[src/rtl/sdram_arbiter.sv]
// Two-client front end for sdram_controller: a prioritised read client and a write client
// share one command port; each access is single-word and held stable until completion.
module sdram_arbiter #(
  parameter int ADDR_WIDTH     = 24,
  parameter int DATA_WIDTH     = 16,
  parameter int MAX_READ_RUN   = 4,
  parameter int TIMEOUT_CYCLES = 1024
) (
  input  logic                  clk,
  input  logic                  rst,
  input  logic                  rd_req,
  input  logic [ADDR_WIDTH-1:0] rd_addr,
  output logic                  rd_ack,
  output logic [DATA_WIDTH-1:0] rd_data,
  input  logic                  wr_req,
  input  logic [ADDR_WIDTH-1:0] wr_addr,
  input  logic [DATA_WIDTH-1:0] wr_data,
  output logic                  wr_ack,
  output logic [1:0]            ctrl_command,
  output logic [ADDR_WIDTH-1:0] ctrl_address,
  output logic [DATA_WIDTH-1:0] ctrl_data_write,
  input  logic [DATA_WIDTH-1:0] ctrl_data_read,
  input  logic                  ctrl_data_read_valid,
  input  logic                  ctrl_data_write_done,
  output logic                  timeout_error
);

  localparam int TW = (TIMEOUT_CYCLES > 2) ? $clog2(TIMEOUT_CYCLES) : 1;
  localparam logic [TW-1:0] T_LIMIT   = TW'(TIMEOUT_CYCLES - 1);
  localparam logic [3:0]    RUN_LIMIT = 4'(MAX_READ_RUN);
  localparam logic [1:0]    CMD_IDLE  = 2'd0;
  localparam logic [1:0]    CMD_WR    = 2'd1;
  localparam logic [1:0]    CMD_RD    = 2'd2;

  typedef enum logic [1:0] {IDLE, BUSY_RD, BUSY_WR, GAP} state_t;

  state_t                state_q, state_d;
  logic [3:0]            run_q, run_d;
  logic [TW-1:0]         tcnt_q, tcnt_d;
  logic [1:0]            cmd_d;
  logic [ADDR_WIDTH-1:0] addr_d;
  logic [DATA_WIDTH-1:0] wdata_d, rd_data_d;
  logic                  rd_ack_d, wr_ack_d, terr_d;

  always_comb begin
    state_d   = state_q;
    run_d     = run_q;
    tcnt_d    = tcnt_q;
    cmd_d     = ctrl_command;
    addr_d    = ctrl_address;
    wdata_d   = ctrl_data_write;
    rd_data_d = rd_data;
    rd_ack_d  = 1'b0;
    wr_ack_d  = 1'b0;
    terr_d    = timeout_error;
    case (state_q)
      IDLE: begin
        // The run limit only bites while the writer is actually waiting.
        if (rd_req && (!wr_req || run_q < RUN_LIMIT)) begin
          addr_d  = rd_addr;
          cmd_d   = CMD_RD;
          tcnt_d  = '0;
          state_d = BUSY_RD;
          if (!wr_req)              run_d = 4'd0;
          else if (run_q != 4'hF)   run_d = run_q + 4'd1;
        end else if (wr_req) begin
          addr_d  = wr_addr;
          wdata_d = wr_data;
          cmd_d   = CMD_WR;
          tcnt_d  = '0;
          run_d   = 4'd0;
          state_d = BUSY_WR;
        end
      end
      BUSY_RD: begin
        if (ctrl_data_read_valid) begin
          rd_data_d = ctrl_data_read;
          rd_ack_d  = 1'b1;
          cmd_d     = CMD_IDLE;
          state_d   = GAP;
        end else if (tcnt_q == T_LIMIT) begin
          cmd_d   = CMD_IDLE;
          terr_d  = 1'b1;
          state_d = GAP;
        end else begin
          tcnt_d = tcnt_q + 1'b1;
        end
      end
      BUSY_WR: begin
        if (ctrl_data_write_done) begin
          wr_ack_d = 1'b1;
          cmd_d    = CMD_IDLE;
          state_d  = GAP;
        end else if (tcnt_q == T_LIMIT) begin
          cmd_d   = CMD_IDLE;
          terr_d  = 1'b1;
          state_d = GAP;
        end else begin
          tcnt_d = tcnt_q + 1'b1;
        end
      end
      default: begin
        // GAP: the ack from the previous cycle drops here; requests are not sampled.
        state_d = IDLE;
      end
    endcase
  end

  always_ff @(posedge clk) begin
    if (rst) begin
      state_q         <= IDLE;
      run_q           <= 4'd0;
      tcnt_q          <= '0;
      ctrl_command    <= CMD_IDLE;
      ctrl_address    <= '0;
      ctrl_data_write <= '0;
      rd_data         <= '0;
      rd_ack          <= 1'b0;
      wr_ack          <= 1'b0;
      timeout_error   <= 1'b0;
    end else begin
      state_q         <= state_d;
      run_q           <= run_d;
      tcnt_q          <= tcnt_d;
      ctrl_command    <= cmd_d;
      ctrl_address    <= addr_d;
      ctrl_data_write <= wdata_d;
      rd_data         <= rd_data_d;
      rd_ack          <= rd_ack_d;
      wr_ack          <= wr_ack_d;
      timeout_error   <= terr_d;
    end
  end

endmodule

[config.mk]
export PLATFORM = sky130hd
export DESIGN_NAME = sdram_arbiter
export DESIGN_NICKNAME = d
export VERILOG_FILES = /design/src/rtl/sdram_arbiter.sv
export SDC_FILE = /design/constraint.sdc
export NUM_CORES = 1
export LEC_CHECK = 0
export ABC_AREA = 1
export BUFFER_PORTS_ARGS = -buffer_cell sky130_fd_sc_hd__buf_2
export CORE_AREA = 2 2 88 90
export CTS_CLUSTER_SIZE = 16
export DETAILED_ROUTE_END_ITERATION = 10
export DIE_AREA = 0 0 90 92
export PLACE_DENSITY = 0.78
export REMOVE_ABC_BUFFERS = 1
export SLEW_MARGIN = 20
export SYNTH_ARGS = -nofsm -noshare
export SYNTH_HDL_FRONTEND = slang
export SYNTH_SLANG_ARGS = --single-unit
[constraint.sdc]
create_clock -name clk -period 2.3 [get_ports clk]
set_input_delay 0.46 -clock clk [delete_from_list [all_inputs] [get_ports clk]]
set_output_delay 0.46 -clock clk [all_outputs]
set_load 0.1 [all_outputs]
* Word level (Yosys, flattened, before mapping) *
Index checks and enable logic that the tools add are counted.

word-level totals
  register bits after elaboration = 77
  bits in latches = 0
  memory bits (writable) = 0
  memory bits (read-only) = 0
  input bits = 86
  memories kept = 0

operators by class
  $add $sub $neg = 2
  $mul = 0
  divide/modulo/power cells = 0
  magnitude comparators = 1
  equal/unequal tests = 8
  shifts and indexed selects = 0
  multiplexer cells = 30
  bitwise operators = 3
  reductions and logical operators = 16

operator list
  operator                                             count
  two-way mux 10 bit                                   5
  two-way mux 24 bit                                   2
  case mux 10 bit (3 select lines)                     1
  two-way mux 2 bit                                    10
  two-way mux 4 bit                                    4
  case mux 2 bit (3 select lines)                      2
  adder 10 x 1 -> 10 bit, second input constant        1
  equality test 10 bit, second input constant          1
  AND reduction 3 bit                                  3
  AND reduction 2 bit                                  3
  two-way mux 1 bit                                    5
  adder 4 x 1 -> 4 bit, second input constant          1
  < comparator 4 x 3 -> 1 bit, second input constant   1
  != test 2 bit, second input constant                 2
  != test 4 bit, second input constant                 1
  AND reduction 4 bit                                  1
  nonzero test 2 bit                                   2
  OR reduction 2 bit                                   2
  != test 3 x 2 -> 1 bit, second input constant        1
  != test 3 bit, second input constant                 1
  inverter 1 bit                                       3
  nonzero test 3 bit                                   1
  equality test 2 x 1 -> 1 bit, second input constant  1
  equality test 2 bit, second input constant           1
  other kinds (5)                                      5

* Logic depth before layout (Yosys ltp) *
  depth in word-level cells = 5
  mapped depth = 11
  depth with buffers taken out = 11

* Worst setup path before layout *
Ideal clock, no wire load.

  kind = reg-to-reg
  from = reg state_q[0]
  to = reg tcnt_q[9]
  setup time = 0.128 ns
  data arrival time = 1.526 ns
  data required time = 2.172 ns
  slack = 0.646 ns
  cell stages (with the launch flop) = 11
  clock period less this slack = 1.654 ns
  path through = dfxtp_1 inv_1 ha_1 clkbuf_1 inv_1 nor2_1 nor2_2 buf_6 nor2_1 nor2_1 nor2_1

on the way
  cells in the longest elaborated chain, start to end = 3
  elaborated cells on any way between the ends = 9

ends and longest elaborated chain
  item                                                          line  source
  start: declaration                                            37    state_t state_q, state_d;
  start signal: assignment                                      122   state_q <= state_d;
  equality test 2 bit, or another cell as far along             56    case (state_q)
  != test 2 bit (no source line), or another cell as far along  -
  AND reduction 4 bit (no source line)                          -
  end signal: assignment                                        124   tcnt_q <= tcnt_d;
  end: declaration                                              39    logic [TW-1:0] tcnt_q, tcnt_d;

Several ways; a longest one is shown, not always the timed one.
A chain may end at the register's enable or synchronous reset.

* Final worst setup path *
  from = reg state_q[0]
  to = reg tcnt_q[7]

The elaborated chain is that of the path after synthesis.

==> reports/metrics.csv <==
stage,metric,value,unit
worst_setup_path,Worst R2R Start,state_q[0]$_SDFFE_PP0P_,
worst_setup_path,"most used cell, CP",inv_1,
worst_setup_path,critical path start-end classification,flip-flop to flip-flop,
worst_setup_path,R2R cell count,9,
global_route,largest net degree at the start of global routing,34,
worst_setup_path,endpoint class of the critical path,flip-flop,
worst_setup_path,CP max FO,12,
worst_setup_path,CP cell instances,"inv_1, ha_1, inv_1, nor2_1, nor2_2, nand2_1, nand2_1, inv_1, nor2_1",
sta,Fin Hold WS,342.6,ps
clocking,hold_buf cts,0,
clocking,"Clk Latency, worst-skew pair",340,ps
pwr,Power Total,5219,uW
sta,Slew @ Worst Pin,502.2,ps
global_route,first-pass GRT wire length,13780,microns
run_status,status,"complete, no violations",
sta,post-route setup TNS,0,ps
logic_synthesis,Ys Warns,0,
pwr,Leakage,0.002317,uW
sta,max-slew violation count,0,
place,port bufs,146,
sta,Final Setup Violations,0,
cells_and_area,Ant. Diodes,0,
drt,Post-DRT Antenna Nets,0,
global_route,M1 GR Usage,24.51,%
die,die span in x,90,microns
cells_and_area,"Design Area, Final",4380,sq um
clocking,CTS tree,done,
worst_setup_path,CP required,2580,ps
drt,DR WL/cell,11.51,microns
clocking,H-Tree Depth,3,
clocking,CTS Root Cell,clkbuf_8,
sta,Fin. Hold Viols,0,
cells_and_area,NumNets Final,712,
clocking,Clock transition at path regs,80,ps
logic_synthesis,synthesized flop and latch total,77,
run,Max-Cap Viols,0,
drt,Iteration-0 DRC Markers,123,
die,Initial Util,45.56,%
die,IO Pins,147,
worst_setup_path,CP peak stage delay,420,ps
drt,vias,3518,
drt,Post-Route WL,8371,microns
drt,Vias/cell,4.839,
global_route,number of global-route vias before repair,3174,
clocking,post-cts resize count,0,
logic_synthesis,"Cell Area, Synth",3393,sq um
drt,DRC viols,0,
die,die area,8280,sq um
sta,Clock Skew,7.417,ps
global_route,initial antenna violation count,0,
logic_synthesis,syn_area_per_cell,7.099,sq um
sta,period utilisation layout,87.01,%
die,Die Height,92,microns
place,gpl congestion,0.9220,
die,Rows,32,
clocking,total CTS buffers,9,
sta,relative slew slack,66.49,%
pwr,VDD IR max,743.4,uV
logic_synthesis,post-synthesis sequential area ratio,45.43,%
sta,RSZ-0062 raised after global routing,false,
sta,clock period minus final worst setup slack,2001,ps
worst_setup_path,crit start category,flip-flop,
hold_path,hold path depth,3,
global_route,met3 Resource Use GR,4.930,%
cells_and_area,share of layout cells above drive strength 1,28.32,%
pwr,PD cells,1192,nW/um^2
place,sum of net half-perimeters after detailed placement,6194,microns
worst_setup_path,"Max stage delay cell, worst path",ha_1,
die,Core ar.,7447,sq um
place,Post-DP Area,4213,sq um
drt,Initial DRT Pass Iterations,4,
clocking,total clock sinks,77,
global_route,met2 usage,35.03,%
logic_synthesis,Gate Count Post-Synth,478,
worst_setup_path,Crit path arrival time,2280,ps
clocking,Clock Path Buffers,2,
global_route,GRT Max-Usage Layer,met2,
sta,FMAX,499.7,MHz
clocking,"Setup Fix Bufs, Post-CTS",0,
global_route,total gr overflow,0,
logic_synthesis,Cell variety after synth,29,
cells_and_area,Synth-to-Final Area Change,29.09,%
hold_path,hold path start,wr_data[14],
worst_setup_path,CP Launch Point,state_q[0]$_SDFFE_PP0P_,
hold_path,worst min path class,primary input to flip-flop,
global_route,all-layer global routing usage,19.83,%
[area by class of cell]
| type | instances | area (sq um) |
|---|---|---|
| inverters | 52 | 195.2 |
| clock buffers | 11 | 131.4 |
| multi-input cells | 325 | 1550 |
| repair buffers | 155 | 798.3 |
| clock inverters | 5 | 36.28 |
| flip-flops and latches | 77 | 1541 |
| fillers | 741 | 3067 |
| well taps | 102 | 127.6 |
[kinds of logic after synthesis]
group | synth area share, %
and+or+nand+nor | 28.54
AOI/OAI and AO/OA | 13.90
adders and majority gates | 2.212
buffers and inverters | 8.886
DFF | 45.43
xor gates and xnor gates | 1.033
[critical path: cells and delay by family (launching register included)]
kind / cells / cell delay, ps
fa+ha+maj: 1 / 420
flops: 1 / 410
simple gates: 5 / 760
buf+inv: 3 / 360
[path summary, 6_finish.rpt]
check	slack, ps	end
worst max-delay path	300	tcnt_q[7]$_SDFFE_PP0P_
worst min register to register	460	run_q[3]$_SDFFE_PP0P_
worst max register to register	300	tcnt_q[7]$_SDFFE_PP0P_
worst min-delay path	340	ctrl_data_write[14]$_SDFFE_PP0P_
[state kept, by name, summed over array words and instances (netlist names)]
signal and cells:
ctrl_address 24, ctrl_data_write 16, rd_data 16, tcnt_q 10, run_q 4, ctrl_command 2, state_q 2, rd_ack 1
timeout_error 1, wr_ack 1
[cells in the mapped netlist]
| cell | instances | area (sq um) |
|---|---|---|
| a21o_1 | 1 | 7.510 |
| a21oi_1 | 16 | 80.08 |
| buf_1 | 1 | 3.750 |
| buf_2 | 7 | 35.03 |
| buf_6 | 1 | 11.26 |
| clkbuf_1 | 15 | 56.30 |
| clkinv_1 | 2 | 7.510 |
| dfxtp_1 | 77 | 1541 |
| ha_1 | 6 | 75.07 |
| inv_1 | 47 | 176.4 |
| inv_2 | 3 | 11.26 |
| nand2_1 | 100 | 375.4 |
| nand3_1 | 34 | 170.2 |
| nand3b_2 | 1 | 11.26 |
| nand4_1 | 3 | 18.77 |
| nor2_1 | 89 | 334.1 |
| nor2_2 | 2 | 12.51 |
| nor2_4 | 1 | 11.26 |
| nor3_1 | 1 | 5.000 |
| nor3_4 | 1 | 16.27 |
| nor3b_1 | 1 | 7.510 |
| nor4_1 | 1 | 6.260 |
| o211ai_1 | 24 | 180.2 |
| o21ai_0 | 26 | 130.1 |
| o21ai_1 | 12 | 60.06 |
| o21bai_1 | 1 | 7.510 |
| o22ai_1 | 1 | 6.260 |
| xnor2_1 | 2 | 17.52 |
| xor2_1 | 2 | 17.52 |
[power by group]
group	leakage (uW)	internal, uW	total, uW	switching, uW
logic	0.00161	478	2630	2160
registers	0.000631	1570	1700	137
clock network	0.0000760	394	882	487
[per-layer routing]
layer | part of all wire [%] | vias to the layer above | wire, microns
li1 | - | 1810 | -
met1 | 46 | 1600 | 3888
met5 | 0 | - | 0
met2 | 48 | 98 | 4006
met4 | 0.79 | 0 | 66
met3 | 4.9 | 10 | 410
[cell usage in the layout, fill, tap and decap left out, drive strengths merged]
master | Yosys | routed
o22ai | 1 | 1
clkbuf | 15 | 11
o211ai | 24 | 24
nor2 | 92 | 92
clkinvlp | 0 | 3
inv | 50 | 51
dfxtp | 77 | 77
clkinv | 2 | 3
xnor2 | 2 | 2
o21bai | 1 | 1
nor3b | 1 | 1
nand3 | 34 | 34
nor3 | 2 | 2
nand4 | 3 | 3
nand3b | 1 | 1
buf | 9 | 155
ha | 6 | 6
nand2 | 100 | 100
a21o | 1 | 1
a21oi | 16 | 16
nor4 | 1 | 1
xor2 | 2 | 2
o21ai | 38 | 38
[through the flow]
step / setup WS [ps] / std cells / utilization (%)
2_1_floorplan: 72.53 / 454 / -
3_3_place_gp: 469.3 / 711 / 56.57
3_5_place_dp: 345.5 / 711 / 56.57
4_1_cts: 328.3 / 727 / 58.82
5_1_grt: 122.6 / 727 / 58.82
6_report: 298.8 / 727 / 58.82
(Power assumes the default switching activity.)
